--- config.mk ---
export PLATFORM = sky130hd
export DESIGN_NAME = mem_arbiter_flat
export DESIGN_NICKNAME = d
export VERILOG_FILES = /design/src/rtl/mem_arbiter_if.sv /design/src/rtl/mem_arbiter.sv /design/src/flat_wrapper.sv
export SDC_FILE = /design/constraint.sdc
export NUM_CORES = 1
export LEC_CHECK = 0
export ABC_AREA = 1
export CAP_MARGIN = 20
export CORE_MARGIN = 5
export CORE_UTILIZATION = 31
export CTS_CLUSTER_SIZE = 10
export DETAILED_ROUTE_END_ITERATION = 8
export PLACE_DENSITY = 0.8
export SETUP_SLACK_MARGIN = 0.05
export SLEW_MARGIN = 40
export SYNTH_ARGS = -nofsm -noshare
export SYNTH_HDL_FRONTEND = slang
export SYNTH_SLANG_ARGS = --single-unit
--- constraint.sdc ---
create_clock -name clk -period 1.34 [get_ports clk]
set_input_delay 0.268 -clock clk [delete_from_list [all_inputs] [get_ports clk]]
set_output_delay 0.268 -clock clk [all_outputs]
set_load 0.01 [all_outputs]
--- src/rtl/mem_arbiter_if.sv ---
// Signal bundle joining the CPU inst/data request ports, the arbiter and the bus bridge.
// The arbiter takes the slave view; the core plus bridge side takes the master view.
interface mem_arbiter_if;
   logic        inst_req;
   logic [31:0] inst_addr;
   logic        inst_addr_ok;
   logic        inst_data_ok;
   logic [31:0] inst_rdata;

   logic        data_req;
   logic        data_wr;
   logic [3:0]  data_wstrb;
   logic [31:0] data_addr;
   logic [31:0] data_wdata;
   logic        data_addr_ok;
   logic        data_data_ok;
   logic [31:0] data_rdata;

   logic        mem_req;
   logic        mem_wr;
   logic [3:0]  mem_wstrb;
   logic [31:0] mem_addr;
   logic [31:0] mem_wdata;
   logic        mem_addr_ok;
   logic        mem_data_ok;
   logic [31:0] mem_rdata;

   modport slave (
      input  inst_req, inst_addr,
      input  data_req, data_wr, data_wstrb, data_addr, data_wdata,
      input  mem_addr_ok, mem_data_ok, mem_rdata,
      output inst_addr_ok, inst_data_ok, inst_rdata,
      output data_addr_ok, data_data_ok, data_rdata,
      output mem_req, mem_wr, mem_wstrb, mem_addr, mem_wdata
   );

   modport master (
      output inst_req, inst_addr,
      output data_req, data_wr, data_wstrb, data_addr, data_wdata,
      output mem_addr_ok, mem_data_ok, mem_rdata,
      input  inst_addr_ok, inst_data_ok, inst_rdata,
      input  data_addr_ok, data_data_ok, data_rdata,
      input  mem_req, mem_wr, mem_wstrb, mem_addr, mem_wdata
   );
endinterface

--- src/rtl/mem_arbiter.sv ---
// Shares one SRAM-like memory port between instruction fetch and data access:
// data has priority, capped by a starvation counter so fetch always progresses.
module mem_arbiter #(
   parameter int unsigned STARVE_MAX = 3,
   parameter logic [31:0] ADDR_MASK  = 32'h1fff_ffff
) (
   input  logic         clk,
   input  logic         resetn,
   mem_arbiter_if.slave bus,
   output logic         busy
);
   localparam int CW = (STARVE_MAX < 2) ? 1 : $clog2(STARVE_MAX + 1);
   localparam logic [CW-1:0] STARVE_LIM = CW'(STARVE_MAX);

   typedef enum logic [1:0] {
      IDLE = 2'd0,
      REQ  = 2'd1,
      WAIT = 2'd2
   } state_t;

   state_t         state_reg, state_next;
   logic [CW-1:0]  starve_cnt_reg, starve_cnt_next;
   logic           owner_data_reg, owner_data_next;
   logic           wr_reg, wr_next;
   logic [3:0]     wstrb_reg, wstrb_next;
   logic [31:0]    addr_reg, addr_next;
   logic [31:0]    wdata_reg, wdata_next;

   logic           grant_data;
   logic           inst_addr_ok;
   logic           data_addr_ok;
   logic           mem_req;
   logic           done;

   always_ff @(posedge clk or negedge resetn) begin
      if (!resetn) begin
         state_reg      <= IDLE;
         starve_cnt_reg <= '0;
         owner_data_reg <= 1'b1;
         wr_reg         <= 1'b0;
         wstrb_reg      <= 4'b0000;
         addr_reg       <= 32'h0;
         wdata_reg      <= 32'h0;
      end else begin
         state_reg      <= state_next;
         starve_cnt_reg <= starve_cnt_next;
         owner_data_reg <= owner_data_next;
         wr_reg         <= wr_next;
         wstrb_reg      <= wstrb_next;
         addr_reg       <= addr_next;
         wdata_reg      <= wdata_next;
      end
   end

   always_comb begin
      state_next      = state_reg;
      starve_cnt_next = starve_cnt_reg;
      owner_data_next = owner_data_reg;
      wr_next         = wr_reg;
      wstrb_next      = wstrb_reg;
      addr_next       = addr_reg;
      wdata_next      = wdata_reg;
      inst_addr_ok    = 1'b0;
      data_addr_ok    = 1'b0;
      mem_req         = 1'b0;
      done            = 1'b0;
      // Data wins unless fetch is waiting and has already been passed over STARVE_MAX times.
      grant_data = bus.data_req && (!bus.inst_req || (starve_cnt_reg < STARVE_LIM));

      case (state_reg)
         IDLE: begin
            if (bus.data_req || bus.inst_req) begin
               state_next = REQ;
               addr_next  = grant_data ? (bus.data_addr & ADDR_MASK) : (bus.inst_addr & ADDR_MASK);
               if (grant_data) begin
                  data_addr_ok    = 1'b1;
                  owner_data_next = 1'b1;
                  wr_next         = bus.data_wr;
                  wstrb_next      = bus.data_wr ? bus.data_wstrb : 4'b0000;
                  wdata_next      = bus.data_wdata;
                  if (bus.inst_req && (starve_cnt_reg < STARVE_LIM))
                     starve_cnt_next = starve_cnt_reg + CW'(1);
               end else begin
                  inst_addr_ok    = 1'b1;
                  owner_data_next = 1'b0;
                  wr_next         = 1'b0;
                  wstrb_next      = 4'b0000;
                  wdata_next      = 32'h0;
                  starve_cnt_next = '0;
               end
            end
         end
         REQ: begin
            mem_req = 1'b1;
            if (bus.mem_addr_ok) begin
               if (bus.mem_data_ok) begin
                  done       = 1'b1;
                  state_next = IDLE;
               end else begin
                  state_next = WAIT;
               end
            end
         end
         WAIT: begin
            if (bus.mem_data_ok) begin
               done       = 1'b1;
               state_next = IDLE;
            end
         end
         default: state_next = IDLE;
      endcase
   end

   assign bus.inst_addr_ok = inst_addr_ok;
   assign bus.data_addr_ok = data_addr_ok;
   assign bus.inst_data_ok = done && !owner_data_reg;
   assign bus.data_data_ok = done && owner_data_reg;
   assign bus.inst_rdata   = (done && !owner_data_reg) ? bus.mem_rdata : 32'h0;
   assign bus.data_rdata   = (done && owner_data_reg) ? bus.mem_rdata : 32'h0;
   assign bus.mem_req      = mem_req;
   assign bus.mem_wr       = wr_reg;
   assign bus.mem_wstrb    = wstrb_reg;
   assign bus.mem_addr     = addr_reg;
   assign bus.mem_wdata    = wdata_reg;
   assign busy             = (state_reg != IDLE);
endmodule

--- src/flat_wrapper.sv ---
// flat-port wrapper written by rule: the top's interface ports become plain ports
module mem_arbiter_flat 
#(
   parameter int unsigned STARVE_MAX = 3,
   parameter logic [31:0] ADDR_MASK  = 32'h1fff_ffff
)
  (clk, resetn, busy, bus_inst_req, bus_inst_addr, bus_data_req, bus_data_wr, bus_data_wstrb, bus_data_addr, bus_data_wdata, bus_mem_addr_ok, bus_mem_data_ok, bus_mem_rdata, bus_inst_addr_ok, bus_inst_data_ok, bus_inst_rdata, bus_data_addr_ok, bus_data_data_ok, bus_data_rdata, bus_mem_req, bus_mem_wr, bus_mem_wstrb, bus_mem_addr, bus_mem_wdata);
  mem_arbiter_if bus_i ();
  input  logic clk;
  input  logic resetn;
  output logic busy;
  input wire logic [$bits(bus_i.inst_req)-1:0] bus_inst_req;
  input wire logic [$bits(bus_i.inst_addr)-1:0] bus_inst_addr;
  input wire logic [$bits(bus_i.data_req)-1:0] bus_data_req;
  input wire logic [$bits(bus_i.data_wr)-1:0] bus_data_wr;
  input wire logic [$bits(bus_i.data_wstrb)-1:0] bus_data_wstrb;
  input wire logic [$bits(bus_i.data_addr)-1:0] bus_data_addr;
  input wire logic [$bits(bus_i.data_wdata)-1:0] bus_data_wdata;
  input wire logic [$bits(bus_i.mem_addr_ok)-1:0] bus_mem_addr_ok;
  input wire logic [$bits(bus_i.mem_data_ok)-1:0] bus_mem_data_ok;
  input wire logic [$bits(bus_i.mem_rdata)-1:0] bus_mem_rdata;
  output wire logic [$bits(bus_i.inst_addr_ok)-1:0] bus_inst_addr_ok;
  output wire logic [$bits(bus_i.inst_data_ok)-1:0] bus_inst_data_ok;
  output wire logic [$bits(bus_i.inst_rdata)-1:0] bus_inst_rdata;
  output wire logic [$bits(bus_i.data_addr_ok)-1:0] bus_data_addr_ok;
  output wire logic [$bits(bus_i.data_data_ok)-1:0] bus_data_data_ok;
  output wire logic [$bits(bus_i.data_rdata)-1:0] bus_data_rdata;
  output wire logic [$bits(bus_i.mem_req)-1:0] bus_mem_req;
  output wire logic [$bits(bus_i.mem_wr)-1:0] bus_mem_wr;
  output wire logic [$bits(bus_i.mem_wstrb)-1:0] bus_mem_wstrb;
  output wire logic [$bits(bus_i.mem_addr)-1:0] bus_mem_addr;
  output wire logic [$bits(bus_i.mem_wdata)-1:0] bus_mem_wdata;
  assign bus_i.inst_req = bus_inst_req;
  assign bus_i.inst_addr = bus_inst_addr;
  assign bus_i.data_req = bus_data_req;
  assign bus_i.data_wr = bus_data_wr;
  assign bus_i.data_wstrb = bus_data_wstrb;
  assign bus_i.data_addr = bus_data_addr;
  assign bus_i.data_wdata = bus_data_wdata;
  assign bus_i.mem_addr_ok = bus_mem_addr_ok;
  assign bus_i.mem_data_ok = bus_mem_data_ok;
  assign bus_i.mem_rdata = bus_mem_rdata;
  assign bus_inst_addr_ok = bus_i.inst_addr_ok;
  assign bus_inst_data_ok = bus_i.inst_data_ok;
  assign bus_inst_rdata = bus_i.inst_rdata;
  assign bus_data_addr_ok = bus_i.data_addr_ok;
  assign bus_data_data_ok = bus_i.data_data_ok;
  assign bus_data_rdata = bus_i.data_rdata;
  assign bus_mem_req = bus_i.mem_req;
  assign bus_mem_wr = bus_i.mem_wr;
  assign bus_mem_wstrb = bus_i.mem_wstrb;
  assign bus_mem_addr = bus_i.mem_addr;
  assign bus_mem_wdata = bus_i.mem_wdata;
  mem_arbiter #(.STARVE_MAX(STARVE_MAX), .ADDR_MASK(ADDR_MASK)) u_core (.clk(clk), .resetn(resetn), .bus(bus_i), .busy(busy));
endmodule
==> results of run 1 <==
## layout make-up
cell class,count,share of cell area [%]
multi-input combinational,329,29.5
sequential,71,20.3
clock buffer,13,2.97
clock inverter,3,0.743
tap,143,2.04
timing repair buffer,340,42.5
inverter,45,2.04
## cell usage after synthesis
| library cell | number | area share (%) |
|---|---|---|
| nand2_1 | 151 | 16 |
| dfrtp_1 | 70 | 49 |
| nand3_1 | 65 | 9.0 |
| nor2_1 | 65 | 6.8 |
| inv_1 | 44 | 4.6 |
| nand4_1 | 33 | 5.7 |
| buf_2 | 13 | 1.8 |
| clkbuf_1 | 13 | 1.4 |
| buf_6 | 6 | 1.9 |
| ha_1 | 4 | 1.4 |
| buf_4 | 3 | 0.62 |
| nand2_2 | 3 | 0.52 |
| buf_1 | 2 | 0.21 |
| nor2_2 | 2 | 0.35 |
| a21oi_1 | 1 | 0.14 |
| conb_1 | 1 | 0.10 |
| dfstp_2 | 1 | 0.73 |
| inv_2 | 1 | 0.10 |
| nor2_4 | 1 | 0.31 |
| o21bai_1 | 1 | 0.21 |
## power by group
part	internal, mW	leakage [nW]	switching, mW
clock	1.73	0.160	0.919
combinational	5.14	3.14	5.26
sequential	3.16	0.889	0.631
total	10.0	4.19	6.81
## metrics by stage
step	power, mW	instances	TNS, ps	worst slack (ps)
6_report	16.8	944	-63110	-802
5_1_grt	17.7	944	-74550	-890
4_1_cts	15.7	941	-60980	-758
3_5_place_dp	10.7	880	-98120	-849
3_3_place_gp	10.5	880	-93350	-827
2_1_floorplan	7.15	482	-15150	-251
## metal layers
metal,global-route usage [%],part of all wire [%],routed length [um],up-vias
li1,-,-,-,2147
met1,26.5,35,6900,2327
met2,45.2,54,10900,287
met3,5.96,5.7,1150,70
met4,14.6,5.3,1050,0
met5,0,0,0,-
## worst min-delay path by stage
stage	cells past startpoint	endpoint	slack (ps)
finish	2	u_core.bus.mem_addr[4]	330
global route	2	u_core.bus.mem_addr[4]	340
CTS	2	u_core.bus.mem_addr[4]	340
detailed placement	1	u_core.bus.mem_addr[4]	140
global placement	1	u_core.bus.mem_addr[7]	140
floorplan	0	u_core.bus.mem_addr[0]	-30
## repair_timing
action | CTS | global route
hold endpoints to repair | 13 | 0
resized for setup | 515 | 218
hold buffers | 1 | 0
buffers inserted | 28 | 17
setup endpoints to repair | 207 | 191
cloned | 17 | 2
pin swaps | 39 | 54
## cells by family (layout without fill, tap and decap cells)
group                    Yosys count  count (layout)  synth area share [%]
AND/OR/NAND/NOR                  320             320                  38.4
buffers and inverters             82             401                  10.5
flip-flops                        71              71                  49.3
adder cells (fa/ha/maj)            4               4                  1.39
AO/OA/AOI/OAI                      2               2                 0.347
other                              1               3                 0.104
==> impl_metrics.env, run 1 <==
export IMPL_status="finished with violations"
export IMPL_violations="negative setup slack"
export IMPL_power_leakage_nw=4.19
export IMPL_grt_max_degree=43
export IMPL_vias_per_cell=5.12
export IMPL_rsz0062_at_grt="yes"
export IMPL_rr_worst_depth=11
export IMPL_maxCapViolations=0
export IMPL_placed_cell_area_sq_um=6730
export IMPL_netlist_area_sq_um=3610
export IMPL_path_clk_slew_ps=60
export IMPL_antenna_found_initial=0
export IMPL_ir_worst_vdd_uv=1130
export IMPL_yosysSeqAreaShare_pct=49.3
export IMPL_grt_first_pass_wirelength_mm=28.1
export IMPL_first_global_vias=5215
export IMPL_io_buffers=268
export IMPL_worstPathRequired_ps=1070
export IMPL_dr_pass1_iters=5
export IMPL_reg2reg_from="u_core.state_reg[0]"
export IMPL_final_setup_viol_count=140
export IMPL_setup_slack_ps=-802
export IMPL_final_common_cell="clkdlybuf4s50_1"
export IMPL_ys_types=20
export IMPL_hold_viol_final=0
export IMPL_power_density_nw_per_um2=1920
export IMPL_cp_data_arrival_time_ps=1870
export IMPL_slowest_stage="dfrtp_1"
export IMPL_die_area_sq_um=13900
export IMPL_drv_slew=0
export IMPL_largest_register_ffs=32
export IMPL_crit_fanout=7
export IMPL_wire_per_inst_um=21.2
export IMPL_hold_slack_ps=331
export IMPL_mostFrequentLayoutCells="clkdlybuf4s50_1, nand2_1, buf_6"
export IMPL_fin_area_sq_um=8760
export IMPL_cp_startpoint="u_core.state_reg[1]"
export IMPL_ys_seq_elements=71
export IMPL_via_count=4831
export IMPL_clock_skew_ps=7.97
export IMPL_hpwl_mm=11.3
export IMPL_post_route_period_util_pct=160
export IMPL_io_pins=278
export IMPL_grt_use_total_pct=25.1
export IMPL_postSynthCellCount=480
export IMPL_initial_core_util_pct=31.6
export IMPL_ant_nets=0
export IMPL_cts_root_buf="clkbuf_16"
export IMPL_clockBufferDepth=2
export IMPL_fin_nets=939
export IMPL_crit_path_start_kind="flop"
export IMPL_place_congestion=0.824
export IMPL_cts_made_buffers=9
export IMPL_drive_gt1_share_pct=44.6
export IMPL_area_growth_pct=143
export IMPL_min_path_type="input pin to asynchronous set/reset pin"
export IMPL_clock_latency_ps=340
export IMPL_rrSetupSlack_ps=-330
export IMPL_core_area_sq_um=11400
export IMPL_grt_remaining_overflow=0
export IMPL_yosysWarnings=0
export IMPL_crit_family="buffers and inverters"
export IMPL_period_minus_slack_ps=2140
export IMPL_ff_latch_area_sq_um=1780
export IMPL_slowest_delay_ps=410
export IMPL_crit_end="bus_inst_rdata[17]"
export IMPL_critPathCaptureType="primary output"
export IMPL_cts_tree="yes"
export IMPL_critical_path_cell_chain="inv_2 -> ha_4 -> nand2_2 -> nand2_2 -> nand4_1 -> buf_6 -> buf_16 -> buf_12 -> nor2_4 -> buf_6"
export IMPL_rows=39
export IMPL_multi_input_area_sq_um=2580
export IMPL_critPathBufInv=5
export IMPL_avgSynthCellArea_sq_um=7.52
export IMPL_die_w_um=118
export IMPL_crit_type="flop to primary output"
export IMPL_drc=0
export IMPL_max_freq_mhz=467
export IMPL_drt_total_wl_mm=20.0
export IMPL_cts_htree_levels=3
export IMPL_postLayoutCoreUtil_pct=76.7
export IMPL_drt_iter0_markers=342
export IMPL_die_h_um=118
export IMPL_reg2reg_to="u_core.starve_cnt_reg[0]"
export IMPL_fill_cells=722
export IMPL_antennaDiodeCount=0
export IMPL_cts_sinks=71
export IMPL_cp_depth=10
Note: power is estimated with default switching activity, not from simulation.
==> inputs of run 2 (changes only) <==
==> constraint.sdc (replaced) <==
create_clock -name clk -period 1.34 [get_ports clk]
set_input_delay 0.134 -clock clk [delete_from_list [all_inputs] [get_ports clk]]
set_output_delay 0.134 -clock clk [all_outputs]
set_load 0.01 [all_outputs]
==> impl_metrics.env, run 2 (same netlist as run 1, synthesis figures left out) <==
export IMPL_worstPathRequired_ps=1210
export IMPL_drive_gt1_share_pct=45.6
export IMPL_via_count=4824
export IMPL_cts_tree="yes"
export IMPL_clockBufferDepth=2
export IMPL_vias_per_cell=5.10
export IMPL_drv_slew=0
export IMPL_grt_first_pass_wirelength_mm=26.6
export IMPL_io_buffers=268
export IMPL_reg2reg_from="u_core.state_reg[0]"
export IMPL_ir_worst_vdd_uv=1370
export IMPL_min_path_type="input pin to asynchronous set/reset pin"
export IMPL_critPathCaptureType="primary output"
export IMPL_maxCapViolations=0
export IMPL_final_common_cell="clkdlybuf4s50_1"
export IMPL_cts_htree_levels=3
export IMPL_clock_latency_ps=340
export IMPL_crit_type="flop to primary output"
export IMPL_slew_headroom_pct=58.5
export IMPL_drt_total_wl_mm=19.6
export IMPL_area_growth_pct=145
export IMPL_io_pins=278
export IMPL_setup_slack_ps=-718
export IMPL_grt_remaining_overflow=0
export IMPL_dp_cells=882
export IMPL_crit_path_start_kind="flop"
export IMPL_grt_use_total_pct=24.1
export IMPL_cp_data_arrival_time_ps=1920
export IMPL_mostFrequentLayoutCells="clkdlybuf4s50_1, nand2_1, buf_6"
export IMPL_initial_core_util_pct=31.6
export IMPL_path_clk_slew_ps=60
export IMPL_power_density_nw_per_um2=1940
export IMPL_core_area_sq_um=11400
export IMPL_die_area_sq_um=13900
export IMPL_antennaDiodeCount=0
export IMPL_dr_pass1_iters=4
export IMPL_placed_cell_area_sq_um=6730
export IMPL_drt_iter0_markers=324
export IMPL_period_minus_slack_ps=2060
export IMPL_clock_skew_ps=8.16
export IMPL_antenna_found_initial=0
export IMPL_max_freq_mhz=486
export IMPL_post_route_period_util_pct=154
export IMPL_place_congestion=0.829
export IMPL_die_h_um=118
export IMPL_cts_made_buffers=9
export IMPL_status="finished with violations"
export IMPL_cts_sinks=71
export IMPL_tightest_slew_ps=622
export IMPL_rsz0062_at_grt="yes"
export IMPL_final_setup_viol_count=141
export IMPL_hold_viol_final=0
export IMPL_die_w_um=118
export IMPL_ant_nets=0
export IMPL_violations="negative setup slack"
export IMPL_crit_fanout=5
export IMPL_wire_per_inst_um=20.7
export IMPL_p_total_mw=17.2
export IMPL_fin_area_sq_um=8860
export IMPL_rr_worst_depth=10
export IMPL_power_leakage_nw=4.37
export IMPL_grt_max_degree=38
export IMPL_fin_nets=942
export IMPL_reg2reg_to="u_core.bus.mem_addr[11]"
export IMPL_hpwl_mm=11.1
export IMPL_first_global_vias=4979
export IMPL_final_cells=946
export IMPL_cts_root_buf="clkbuf_16"
export IMPL_largest_register_ffs=32
export IMPL_rrSetupSlack_ps=-400
export IMPL_drc=0
export IMPL_rows=39
-- run 2: critical path: stages, from the launching register on --
cell     delay (ps)
dfrtp_1         410
buf_6           120
ha_4            130
nand2_2          50
nand2_2          70
nand4_1         150
buf_6           190
buf_12          150
buf_12          120
nor2_4           70
buf_6           110
-- run 2: layout make-up --
cell class	count	area, sq um
Inverter	45	179
Multi-Input combinational cell	329	2620
Clock inverter	5	106
Timing Repair Buffer	343	3760
Tap cell	143	179
Fill cell	697	2560
Sequential cell	71	1780
Clock buffer	10	239
-- run 2: what timing repair did --
item                                    in CTS  in global routing
gates cloned                                19                  4
resized for setup                          499                193
pin swaps                                   13                 50
hold buffers                                 1                  0
buffers inserted                            26                 12
endpoints found under the setup margin     207                141
endpoints found under the hold margin       21                  0
-- run 2: per-stage QoR --
step                      hold WS [ps]  utilization [%]  TNS (ps)  setup WS (ps)
final                              232             77.6    -57540           -718
after global routing               276             77.6    -65300           -782
after CTS                          238             70.1    -50190           -688
after detailed placement          51.8             59.0    -62800           -672
after global placement            49.6             59.0    -59370           -655
after floorplan                   -162                -     -6440           -117
-- run 2: worst max-delay path by stage --
stage | startpoint | end | slack, ps | depth (start not counted)
2_1_floorplan | u_core.state_reg[0] | bus_data_rdata[22] | -120 | 5
3_3_place_gp | bus_mem_addr_ok | bus_inst_rdata[31] | -650 | 7
3_5_place_dp | bus_mem_addr_ok | bus_data_rdata[22] | -670 | 7
4_1_cts | u_core.state_reg[1] | bus_data_rdata[22] | -690 | 10
5_1_grt | u_core.state_reg[0] | bus_inst_rdata[28] | -780 | 10
6_report | u_core.state_reg[0] | bus_inst_rdata[28] | -720 | 10
-- run 2: report_power, final --
part           total [mW]  leakage, nW  switching (mW)  internal (mW)
logic                10.6         3.32            5.33           5.26
registers            3.76        0.889           0.608           3.16
clock network        2.82        0.165           0.960           1.86
total                17.2         4.37            6.90           10.3
-- run 2: routing by layer --
layer  GRT usage (%)  up-vias  share of wire [%]
li1                -     2162                  -
met1            26.2     2355                 35
met2            43.2      243                 55
met3            5.86       64                5.3
met4            12.3        0                4.5
met5               0        -                  0
